<file path="config.mk">
export PLATFORM = sky130hd
export DESIGN_NAME = fifo_stream_reader
export DESIGN_NICKNAME = d
export VERILOG_FILES = /design/src/rtl/fifo_stream_reader_pkg.sv /design/src/rtl/fifo_stream_reader_skid_buf.sv /design/src/rtl/fifo_stream_reader.sv
export SDC_FILE = /design/constraint.sdc
export NUM_CORES = 1
export LEC_CHECK = 0
export CAP_MARGIN = 25
export CORE_MARGIN = 3
export CORE_UTILIZATION = 50
export DETAILED_ROUTE_END_ITERATION = 8
export PLACE_DENSITY = 0.78
export SKIP_CTS_REPAIR_TIMING = 1
export SLEW_MARGIN = 20
export SYNTH_ARGS = -nofsm -noshare
export SYNTH_HDL_FRONTEND = slang
export SYNTH_SLANG_ARGS = --single-unit
</file>
<file path="constraint.sdc">
create_clock -name clk -period 3.2 [get_ports clk]
set_input_delay 0.32 -clock clk [delete_from_list [all_inputs] [get_ports clk]]
set_output_delay 0.32 -clock clk [all_outputs]
set_load 0.03 [all_outputs]
</file>
<file path="src/rtl/fifo_stream_reader_pkg.sv">
// Shared types and constants for the FIFO stream reader and its output skid buffer.
package fifo_pkg;

    localparam int BUF_DEPTH = 2;

    typedef enum logic [1:0] {
        RUN   = 2'd0,
        DRAIN = 2'd1,
        CLEAR = 2'd2
    } rd_state_t;

endpackage

</file>
<file path="src/rtl/fifo_stream_reader_skid_buf.sv">
// Two-entry valid/ready output buffer with a single-cycle clear; head entry drives the stream.
module stream_skid_buf #(
    parameter int DATA_W = 8
) (
    input  logic              clk,
    input  logic              rst,
    input  logic              clear,
    input  logic              s_valid,
    output logic              s_ready,
    input  logic [DATA_W-1:0] s_data,
    output logic              m_valid,
    input  logic              m_ready,
    output logic [DATA_W-1:0] m_data,
    output logic [1:0]        count
);
    import fifo_pkg::*;

    logic [DATA_W-1:0] d0;
    logic [DATA_W-1:0] d1;
    logic [1:0]        cnt;
    logic              push;
    logic              pop;

    assign m_valid = (cnt != 2'd0);
    assign m_data  = d0;
    assign count   = cnt;
    assign pop     = m_valid && m_ready;
    assign s_ready = (cnt != 2'(BUF_DEPTH)) || pop;
    assign push    = s_valid && s_ready;

    always_ff @(posedge clk) begin
        if (rst) begin
            cnt <= 2'd0;
            d0  <= '0;
            d1  <= '0;
        end else if (clear) begin
            cnt <= 2'd0;
        end else begin
            case ({push, pop})
                2'b10: begin
                    if (cnt == 2'd0) d0 <= s_data;
                    else             d1 <= s_data;
                    cnt <= cnt + 2'd1;
                end
                2'b01: begin
                    d0  <= d1;
                    cnt <= cnt - 2'd1;
                end
                2'b11: begin
                    // occupancy unchanged: new word joins behind whatever remains
                    if (cnt == 2'd1) begin
                        d0 <= s_data;
                    end else begin
                        d0 <= d1;
                        d1 <= s_data;
                    end
                end
                default: ;
            endcase
        end
    end

endmodule

</file>
<file path="src/rtl/fifo_stream_reader.sv">
// Reads an upstream FIFO into a valid/ready stream with credit-limited reads and a flush sequence.
// Optional macro FIFO_STREAM_READER_CNT_EN adds a 16-bit completed-transfer counter (xfer_cnt).
module fifo_stream_reader #(
    parameter int DATA_W    = 8,
    parameter int BUF_DEPTH = 2
) (
    input  logic              clk,
    input  logic              rst,
    input  logic              fifo_empty,
    output logic              fifo_r_en,
    input  logic [DATA_W-1:0] fifo_data,
    input  logic              flush,
    output logic              m_valid,
    output logic [DATA_W-1:0] m_data,
    input  logic              m_ready,
`ifdef FIFO_STREAM_READER_CNT_EN
    output logic [15:0]       xfer_cnt,
`endif
    output logic              busy
);
    import fifo_pkg::*;

    rd_state_t         state;
    rd_state_t         state_next;
    logic              rd_pend;
    logic              in_run;
    logic              pop;
    logic              push;
    logic              buf_ready;
    logic              buf_valid;
    logic [DATA_W-1:0] buf_data;
    logic [1:0]        buf_count;
    logic [2:0]        occ;

    assign in_run  = (state == RUN) && !rst;
    assign m_valid = buf_valid && in_run;
    assign m_data  = rst ? '0 : buf_data;
    assign pop     = m_valid && m_ready;
    assign busy    = (state != RUN) && !rst;

    // buffered + in-flight - leaving this cycle; pop implies buf_count >= 1, so no underflow
    assign occ       = {1'b0, buf_count} + {2'b0, rd_pend} - {2'b0, pop};
    assign fifo_r_en = in_run && !flush && !fifo_empty && (occ < 3'(BUF_DEPTH));
    assign push      = rd_pend && (state == RUN);

    always_ff @(posedge clk) begin
        if (rst) begin
            state   <= RUN;
            rd_pend <= 1'b0;
        end else begin
            state   <= state_next;
            rd_pend <= fifo_r_en;
        end
    end

    always_comb begin
        state_next = state;
        case (state)
            RUN:     if (flush)    state_next = DRAIN;
            DRAIN:   if (!rd_pend) state_next = CLEAR;
            CLEAR:   if (!flush)   state_next = RUN;
            default:               state_next = RUN;
        endcase
    end

    stream_skid_buf #(
        .DATA_W (DATA_W)
    ) u_buf (
        .clk     (clk),
        .rst     (rst),
        .clear   (state == CLEAR),
        .s_valid (push),
        .s_ready (buf_ready),
        .s_data  (fifo_data),
        .m_valid (buf_valid),
        .m_ready (m_ready && in_run),
        .m_data  (buf_data),
        .count   (buf_count)
    );

`ifdef FIFO_STREAM_READER_CNT_EN
    always_ff @(posedge clk) begin
        if (rst || (state_next == CLEAR && state != CLEAR)) begin
            xfer_cnt <= 16'd0;
        end else if (pop) begin
            xfer_cnt <= xfer_cnt + 16'd1;
        end
    end
`endif

endmodule
</file>
==> results of run 1 <==
==> worst max-delay path, delay by kind of cell, from the launching register on <==
family | cells | cell delay [ns]
flops | 1 | 0.38
fa+ha+maj | 3 | 0.96
simple gates | 5 | 0.85
buf+inv | 3 | 0.30
==> routing by layer <==
layer,vias to the layer above,track usage [%],share of wire (%)
li1,491,-,-
met1,460,21.25,45
met2,13,28.35,51
met3,2,3.270,2.5
met4,0,7.469,0.89
met5,-,0,0
==> cell usage after synthesis (all sizes together) (2+ instances only) <==
library cell  count
a211oi            9
clkbuf            5
dfxtp            21
ha                4
inv               3
mux2i            17
nand2             3
nand2b           18
nand3             2
nor2             12
nor2b             8
nor3              2
nor4              3
nor4b             2
==> power by group through the flow <==
stage / Sequential, µW / Clock [µW] / Combinational [µW]
4_1_cts: 286 / 133 / 117
2_1_floorplan: 287 / 0 / 78.0
5_1_grt: 286 / 138 / 133
3_5_place_dp: 292 / 0 / 117
3_3_place_gp: 290 / 0 / 114
6_report: 284 / 125 / 122
==> kinds of logic (layout without fill, tap and decap cells) <==
group	after synthesis	after routing	synth area share (%)
buf+inv	9	36	3.259
flops	21	21	35.33
xor+xnor	1	1	0.7362
compound gates	16	16	11.57
fa+ha+maj	5	5	5.889
mux	17	17	14.30
simple gates	55	55	28.92
==> final timing paths <==
kind / cells past startpoint / slack [ns] / to
setup / recovery: 11 / 0.1 / fifo_r_en
hold / removal: 2 / 0.48 / u_buf.d1[3]
setup reg to reg: 10 / 0.76 / rd_pend
hold reg to reg: 2 / 0.48 / u_buf.d1[3]
==> final cells by class <==
| type | instances | share of cell area [%] |
|---|---|---|
| inverter | 3 | 0.7365 |
| clock buffer | 3 | 1.473 |
| tap | 28 | 2.291 |
| multi-input combinational | 94 | 49.10 |
| sequential | 21 | 27.99 |
| timing repair buffer | 29 | 18.09 |
| clock inverter | 1 | 0.3273 |
==> registers in the layout (all words and copies together), names as in the netlist <==
| register | count |
|---|---|
| rd_pend | 1 |
| state | 2 |
| u_buf.count | 2 |
| u_buf.d1 | 8 |
| u_buf.m_data | 8 |
==> metrics by stage <==
step	hold WS (ns)	total power [µW]	setup slack [ns]
floorplan	0.3987	365.3	0.02406
global placement	0.4576	404.5	0.3144
detailed placement	0.4700	408.4	0.2484
CTS	0.4862	535.7	-0.06911
global route	0.5087	557.5	-0.003492
finish	0.4842	530.6	0.09704
==> cell usage in the layout, fill, tap and decap left out <==
cell,synthesis,layout
a211oi_1,8,8
a211oi_4,1,1
a21boi_0,1,1
a22o_2,1,1
a22oi_1,1,1
a311oi_1,1,1
and2b_2,1,1
and3_2,1,1
and3b_2,1,1
buf_4,1,6
buf_6,0,1
clkbuf_4,0,3
clkdlybuf4s50_1,0,22
clkinv_2,0,1
dfxtp_1,21,19
dfxtp_4,0,2
fa_2,0,1
ha_1,4,3
ha_2,0,1
inv_1,3,3
mux2i_1,17,17
nand2_1,2,2
nand2_4,1,1
nand2b_1,18,18
nand3_1,1,1
nand3_2,1,1
nand3b_1,1,1
nor2_1,12,12
nor2b_1,8,8
nor3_1,2,2
nor4_1,2,1
nor4_4,1,2
nor4b_1,2,2
o211ai_1,1,1
o21ai_0,1,1
o32a_2,1,1
or3_2,1,1
xor2_1,1,1
==> results_dict.tcl, run 1 <==
set metrics [dict create \
    cts.path.max_buffers 2 \
    pwr-share-seq_pct 53.6 \
    synth_edf_count 0 \
    r2r-start "u_buf.count[0]" \
    cts_sinks 21 \
    grt_pass1_vias 815 \
    grt_usage_pct 17.11 \
    synth_flop_cell "dfxtp_1" \
    route.detailed.drc 0 \
    start_util_pct 53.28 \
    place_area_um2 1455 \
    synthTopCellsByArea "dfxtp_1 (35%), mux2i_1 (14%), nand2b_1 (9.5%)" \
    ios 24 \
    ff_latch_area_um2 427.9 \
    synth_top_area_share_pct 35.33 \
    dieWidth_um 54.79 \
    drt_iter0_drc 2 \
    min_period_over_period_pct 96.97 \
    tns_ns 0 \
    max_freq_mhz 322.3 \
    hold_viol 0 \
    synth_cell_types 34 \
    place_hpwl_um 1661 \
    crit_chain "inv_1 > ha_2 > nor4_4 > nand2_4 > inv_1 > ha_1 > nand2b_1 > fa_2 > nand3b_1 > nor4_4 > buf_6" \
    finalNonFillerCells 179 \
    die_h_um 54.79 \
    multiInputGateArea_um2 750.7 \
    power_leakage_uw 0.0005876 \
    crit_start "u_buf.count[0]" \
    routed_wl_um 2359 \
    critPathMaxStageDelay_ns 0.53 \
    numCtsBuffers 3 \
    seq_area_frac_synth_pct 35.33 \
    ys_async_sr_fraction_pct 0 \
    max_slew_margin_pct 53.66 \
    skew_ns 0.004963 \
    drt-vias-per-instance 5.397 \
    setup_viol_count_final 0 \
    synth_area_per_cell_um2 9.596 \
    cts_tree "built" \
    yosys_register_bits 21 \
    worstMarginPinSlew_ns 0.6855 \
    p_clk_share_pct 23.5 \
    status "completed" \
    dpl.cell_count 171 \
    p_sw_share_pct 28.39 \
    areaGrowthSynthToFinish_pct 28.50 \
    hold_class "reg -> reg" \
    cp-start-kind "flip-flop" \
    critical_path_arrival_ns 2.78 \
    grt_pass1_wl_um 3608 \
    synthesis.yosys.warnings 0 \
    slowest_stage "fa_2" \
    antenna_left 0 \
    worstSetupPathType "reg -> out" \
    clkLatencyLatePin_ns 0.30 \
    port_buffers 23 \
    cp-end-kind "primary output" \
    p_per_area_nw_per_um2 347.0 \
    p_sw_uw 150.6 \
    maxSlewViolCount 0 \
    drt_pass1_iterations 3 \
    final_core_util_pct 68.46 \
    peakVddDrop_mv 0.2500 \
    overflow 0 \
    wl_per_cell_um 13.18 \
    hp-start "u_buf.d1[3]" \
    synth.net_count 142 \
    core_um2 2233 \
    layout.nets 170 \
    layout_min_cycle_time_ns 3.103 \
    drive_gt1_share_pct 17.22 \
    worstPathMaxFanout 4 \
    max-cap-violations 0 \
    path_clk_slew_ns 0.12 \
    vias 966 \
    gp_congestion 0.8022 \
    antenna_found_initial 0 \
    rows 17 \
    clock-root-buffer "clkbuf_4" \
    crit_required_ns 2.88 \
    yosys.area.top_type "dfxtp_1" \
    htree_num_levels 1 \
    dieArea_um2 3001 \
    fin_area_um2 1529 \
    internal_power_uw 380.0 \
    diodes 0 \
    fillCellCount 180 \
    combinationalPowerShare_pct 23.0 \
    grt_max_degree 40 \
    syn-cell-area_um2 1190 \
    synthCells 124 \
]
Note: power is estimated with default switching activity, not from simulation.
==> run 2, diff against run 1 <==
- ABC_CLOCK_PERIOD_IN_PS: not set -> 3500
- clock period: 3.2 -> 3.5 ns (I/O delays scaled with it)
==> run 2 against run 1 <==
Effect of this change: via count shrank 4.0%; final cell count shrank 1.7%; largest power group unchanged; worst hold slack gained 0.00052 ns; critical endpoint unchanged; setup slack gained 0.13 ns.
==> results_dict.tcl, run 2 (synthesized netlist as in run 1, its figures left out) <==
set metrics [dict create \
    rsz0062_at_grt "no" \
    dieWidth_um 54.79 \
    worstPathMaxFanout 5 \
    port_buffers 23 \
    p_clk_share_pct 24.5 \
    status "completed" \
    die_h_um 54.79 \
    ios 24 \
    fillCellCount 193 \
    cts.path.max_buffers 2 \
    clkLatencyLatePin_ns 0.30 \
    cts_sinks 21 \
    setup_viol_count_final 0 \
    rrSetupSlack_ns 0.99 \
    areaGrowthSynthToFinish_pct 24.82 \
    grt_pass1_vias 897 \
    tns_ns 0 \
    fin_area_um2 1485 \
    cp-end-kind "primary output" \
    layout.nets 167 \
    final_common_cell "clkdlybuf4s50_1" \
    rows 17 \
    wl_per_cell_um 13.05 \
    grt_max_degree 40 \
    clock-root-buffer "clkbuf_4" \
    antenna_left 0 \
    critical_path_arrival_ns 2.92 \
    p_sw_uw 140.2 \
    pwr-share-seq_pct 53.7 \
    diodes 0 \
    core_um2 2233 \
    ff2ff_path_depth 10 \
    maxSlewViolCount 0 \
    drt-vias-per-instance 5.267 \
    hold_viol 0 \
    path_clk_slew_ns 0.12 \
    crit_required_ns 3.15 \
    max-cap-violations 0 \
    worstMarginPinSlew_ns 0.6283 \
    skew_ns 0.005910 \
    start_util_pct 53.28 \
    p_per_area_nw_per_um2 327.5 \
    max_slew_margin_pct 57.98 \
    gp_congestion 0.7899 \
    numCtsBuffers 3 \
    route.detailed.drc 0 \
    p_total_uw 486.4 \
    drt_iter0_drc 4 \
    r2r-start "u_buf.count[0]" \
    grt_usage_pct 16.86 \
    worstSetupPathType "reg -> out" \
    vias 927 \
    peakVddDrop_mv 0.2718 \
    grt_pass1_wl_um 3684 \
    cp-start-kind "flip-flop" \
    hold_path_depth 2 \
    drive_gt1_share_pct 13.51 \
    overflow 0 \
    drt_pass1_iterations 4 \
    cts_tree "built" \
    dieArea_um2 3001 \
    combinationalPowerShare_pct 21.8 \
    p_sw_share_pct 28.82 \
    internal_power_uw 346.2 \
    min_period_over_period_pct 93.53 \
    hold_class "reg -> reg" \
    layout_min_cycle_time_ns 3.274 \
    hold_path_end "u_buf.d1[4]" \
    ff_latch_area_um2 421.7 \
    antenna_found_initial 0 \
    rr_endpoint "rd_pend" \
    layout_common_cells "clkdlybuf4s50_1 (22), dfxtp_1 (20), nand2b_1 (18)" \
    power_leakage_uw 0.0005681 \
    max_freq_mhz 305.5 \
    multiInputGateArea_um2 737.0 \
    routed_wl_um 2296 \
    hp-start "u_buf.d1[4]" \
    htree_num_levels 1 \
    place_area_um2 1439 \
    place_hpwl_um 1619 \
]
[run 2: cell types whose count changed in the layout (fill, tap and decap cells not counted), sizes merged]
cell	change
clkinvlp	+1
clkinv	-1
buf	-3
[run 2: layer usage]
layer | part of all wire [%] | up-vias | track usage [%]
met5 | 0 | - | 0
met4 | 0.61 | 0 | 2.490
met3 | 3.8 | 2 | 4.087
met2 | 49 | 18 | 30.71
met1 | 47 | 421 | 20.07
li1 | - | 486 | -
[run 2: worst max-delay path, stage by stage (launching register included)]
cell and delay, ns:
dfxtp_1 0.40, inv_1 0.09, ha_1 0.26, nor4_4 0.30
nand2_4 0.12, inv_1 0.08, ha_1 0.22, nand2b_1 0.17
fa_1 0.39, xor2_1 0.17, nor4_2 0.22, buf_4 0.20
[run 2: worst max path at each step]
| stage | endpoint | cells after the start | start | slack, ns |
|---|---|---|---|---|
| 3_5_place_dp | fifo_r_en | 11 | u_buf.count[1] | 0.35 |
| 5_1_grt | fifo_r_en | 11 | u_buf.count[0] | 0.05 |
| 6_report | fifo_r_en | 11 | u_buf.count[0] | 0.23 |
| 2_1_floorplan | fifo_r_en | 10 | u_buf.count[1] | 0.05 |
| 4_1_cts | fifo_r_en | 11 | u_buf.count[1] | -0.01 |
| 3_3_place_gp | fifo_r_en | 11 | u_buf.count[1] | 0.47 |
[run 2: final cells by class]
cell class	count	area share, %
sequential	21	28.39
tap	28	2.359
multi-input combinational	94	49.62
clock buffer	3	1.516
inverter	3	0.7582
timing repair buffer	26	16.85
clock inverter	1	0.5055
[run 2: through the flow]
stage / setup WS, ns / hold slack, ns / cells / utilization, %
floorplan: 0.05281 / 0.4287 / 124 / -
global placement: 0.4720 / 0.4577 / 170 / 64.43
detailed placement: 0.3541 / 0.4686 / 170 / 64.43
CTS: -0.01219 / 0.4881 / 174 / 65.77
global route: 0.05115 / 0.5178 / 176 / 66.50
finish: 0.2263 / 0.4847 / 176 / 66.50
[run 2: power by group through the flow]
stage	Clock (µW)	Sequential, µW	Combinational (µW)
after floorplan	0	263	69.9
after global placement	0	266	102
after detailed placement	0	266	105
after CTS	123	261	105
after global routing	131	262	117
final	119	261	106
==> run 3, diff against run 2 <==
- CORE_UTILIZATION: 50 -> 49
- PLACE_DENSITY: 0.78 -> 0.76
- REMOVE_ABC_BUFFERS: not set -> 1
- SYNTH_HIERARCHICAL: not set -> 1
==> run 3 against run 2 <==
Effect of this change: combinational power up 16%; sequential cell count unchanged; routed wire length down 5.3%; first-iteration DRC count rose to 4.5 times the previous value; worst hold slack better by 0.020 ns; setup slack better by 0.24 ns; design area down 6.6%; non-clock buffer count down 2; largest power group unchanged.
==> results_dict.tcl, run 3 <==
set metrics [dict create \
    status "completed" \
    ff_latch_area_um2 420.4 \
    max_slew_margin_pct 69.58 \
    multiInputGateArea_um2 653.1 \
    dieWidth_um 54.18 \
    crit_required_ns 3.15 \
    route.detailed.drc 0 \
    cp-start-kind "primary input" \
    layout_min_cycle_time_ns 3.033 \
    crit_chain "clkdlybuf4s50_1 > nor3_1 > and3_1 > ha_1 > nand2b_1 > fa_1 > xnor2_1 > and4_1 > buf_4" \
    drive_gt1_share_pct 7.092 \
    max_freq_mhz 329.7 \
    internal_power_uw 355.6 \
    setup_viol_count_final 0 \
    cts_sinks 21 \
    fillCellCount 181 \
    syn-cell-area_um2 1137 \
    p_per_area_nw_per_um2 358.8 \
    p_clk_share_pct 22.7 \
    grt_pass1_vias 873 \
    drt_pass1_iterations 4 \
    worstMarginPinSlew_ns 0.4528 \
    synth_area_per_cell_um2 9.557 \
    ios 24 \
    power_leakage_uw 0.0006116 \
    path_clk_slew_ns 0.11 \
    skew_ns 0.002787 \
    slowest_stage "clkdlybuf4s50_1" \
    critPathMaxStageDelay_ns 0.42 \
    peakVddDrop_mv 0.3737 \
    drt-vias-per-instance 5.280 \
    synthCells 119 \
    tns_ns 0 \
    cts.path.max_buffers 2 \
    max-cap-violations 0 \
    maxSlewViolCount 0 \
    antenna_found_initial 0 \
    port_buffers 23 \
    gp_congestion 0.6491 \
    grt_pass1_wl_um 3829 \
    combinationalPowerShare_pct 24.6 \
    rows 16 \
    rsz0062_at_grt "no" \
    antenna_left 0 \
    htree_num_levels 1 \
    overflow 0 \
    die_h_um 54.18 \
    crit_family "simple AND/OR/NAND/NOR gates" \
    vias 887 \
    pwr-share-seq_pct 52.7 \
    final_common_cell "clkdlybuf4s50_1" \
    routed_wl_um 2175 \
    worstPathBufferInverterCount 2 \
    layout.nets 160 \
    synthesis.yosys.warnings 6 \
    layout_common_cells "clkdlybuf4s50_1 (22), nor2_1 (21), dfxtp_1 (21)" \
    grt_max_degree 30 \
    worstSetupPathType "in -> out" \
    p_sw_uw 142.2 \
    wl_per_cell_um 12.95 \
    hold_class "reg -> reg" \
    core_um2 2082 \
    clkLatencyLatePin_ns 0.30 \
    cp-end-kind "primary output" \
    start_util_pct 54.63 \
    cts_tree "built" \
    areaGrowthSynthToFinish_pct 22.00 \
    grt_usage_pct 18.23 \
    hold_viol 0 \
    drt_iter0_drc 18 \
    clock-root-buffer "clkbuf_4" \
    p_sw_share_pct 28.57 \
    critical_path_arrival_ns 2.68 \
    min_period_over_period_pct 86.66 \
    place_hpwl_um 1621 \
    final_core_util_pct 66.65 \
    numCtsBuffers 3 \
    worstPathMaxFanout 5 \
    dieArea_um2 2935 \
    diodes 0 \
]
-- run 3: cell types whose count changed in the layout (fill, tap and decap cells not counted), sizes merged, moves of 2 or more --
cell    previous run  this run
nor4b              2         0
nor2              12        21
mux2i             17        19
inv                3         5
nand2              3         0
and2               0         3
nor4               3         0
and4               0         2
buf                4         2
a21oi              0         3
xnor2              0         2
nand2b            18         2
-- run 3: metrics by stage --
| step | area [µm²] | hold slack (ns) | instances | power, µW | setup WS, ns |
|---|---|---|---|---|---|
| after global placement | 1361 | 0.4743 | 164 | 385.1 | 0.6129 |
| after floorplan | 1092 | 0.4189 | 113 | 343.3 | 0.9781 |
| final | 1388 | 0.5045 | 168 | 497.9 | 0.4670 |
| after global routing | 1388 | 0.5339 | 168 | 526.5 | 0.2916 |
| after detailed placement | 1361 | 0.4857 | 164 | 391.4 | 0.4689 |
| after CTS | 1388 | 0.5045 | 168 | 504.0 | 0.4324 |
-- run 3: power by group through the flow --
| stage | Combinational (µW) | Sequential, µW | Clock [µW] |
|---|---|---|---|
| 3_3_place_gp | 118 | 267 | 0 |
| 6_report | 123 | 263 | 113 |
| 5_1_grt | 136 | 265 | 125 |
| 2_1_floorplan | 78.1 | 265 | 0 |
| 4_1_cts | 124 | 263 | 118 |
| 3_5_place_dp | 123 | 268 | 0 |
-- run 3: path summary, 6_finish.rpt --
| kind | start | to | slack, ns | cells after the start |
|---|---|---|---|---|
| worst max-delay path | rst | fifo_r_en | 0.47 | 9 |
| worst min-delay path | u_buf/m_data[1] | u_buf/m_data[1] | 0.50 | 2 |
| worst max register to register | u_buf/count[1] | rd_pend | 1.22 | 9 |
| worst min register to register | u_buf/m_data[1] | u_buf/m_data[1] | 0.50 | 2 |
-- run 3: layout make-up --
| cell class | count | share of cell area [%] |
|---|---|---|
| inverter | 5 | 1.353 |
| clock buffer | 4 | 1.894 |
| timing repair buffer | 24 | 16.95 |
| sequential | 21 | 30.30 |
| tap | 27 | 2.435 |
| multi-input combinational | 87 | 47.07 |
-- run 3: per-layer routing --
layer  routed length [µm]  global-route usage (%)  up-vias
li1                     -                       -      455
met1                  982                   21.74      412
met2                 1071                   31.67       18
met3                  103                   4.986        2
met4                   19                   4.979        0
met5                    0                       0        -
-- run 3: tightest hold or removal path, cell delays in order (launching register included) --
cell and delay (ns):
dfxtp_1 0.32, nor2_1 0.09, a211oi_1 0.05
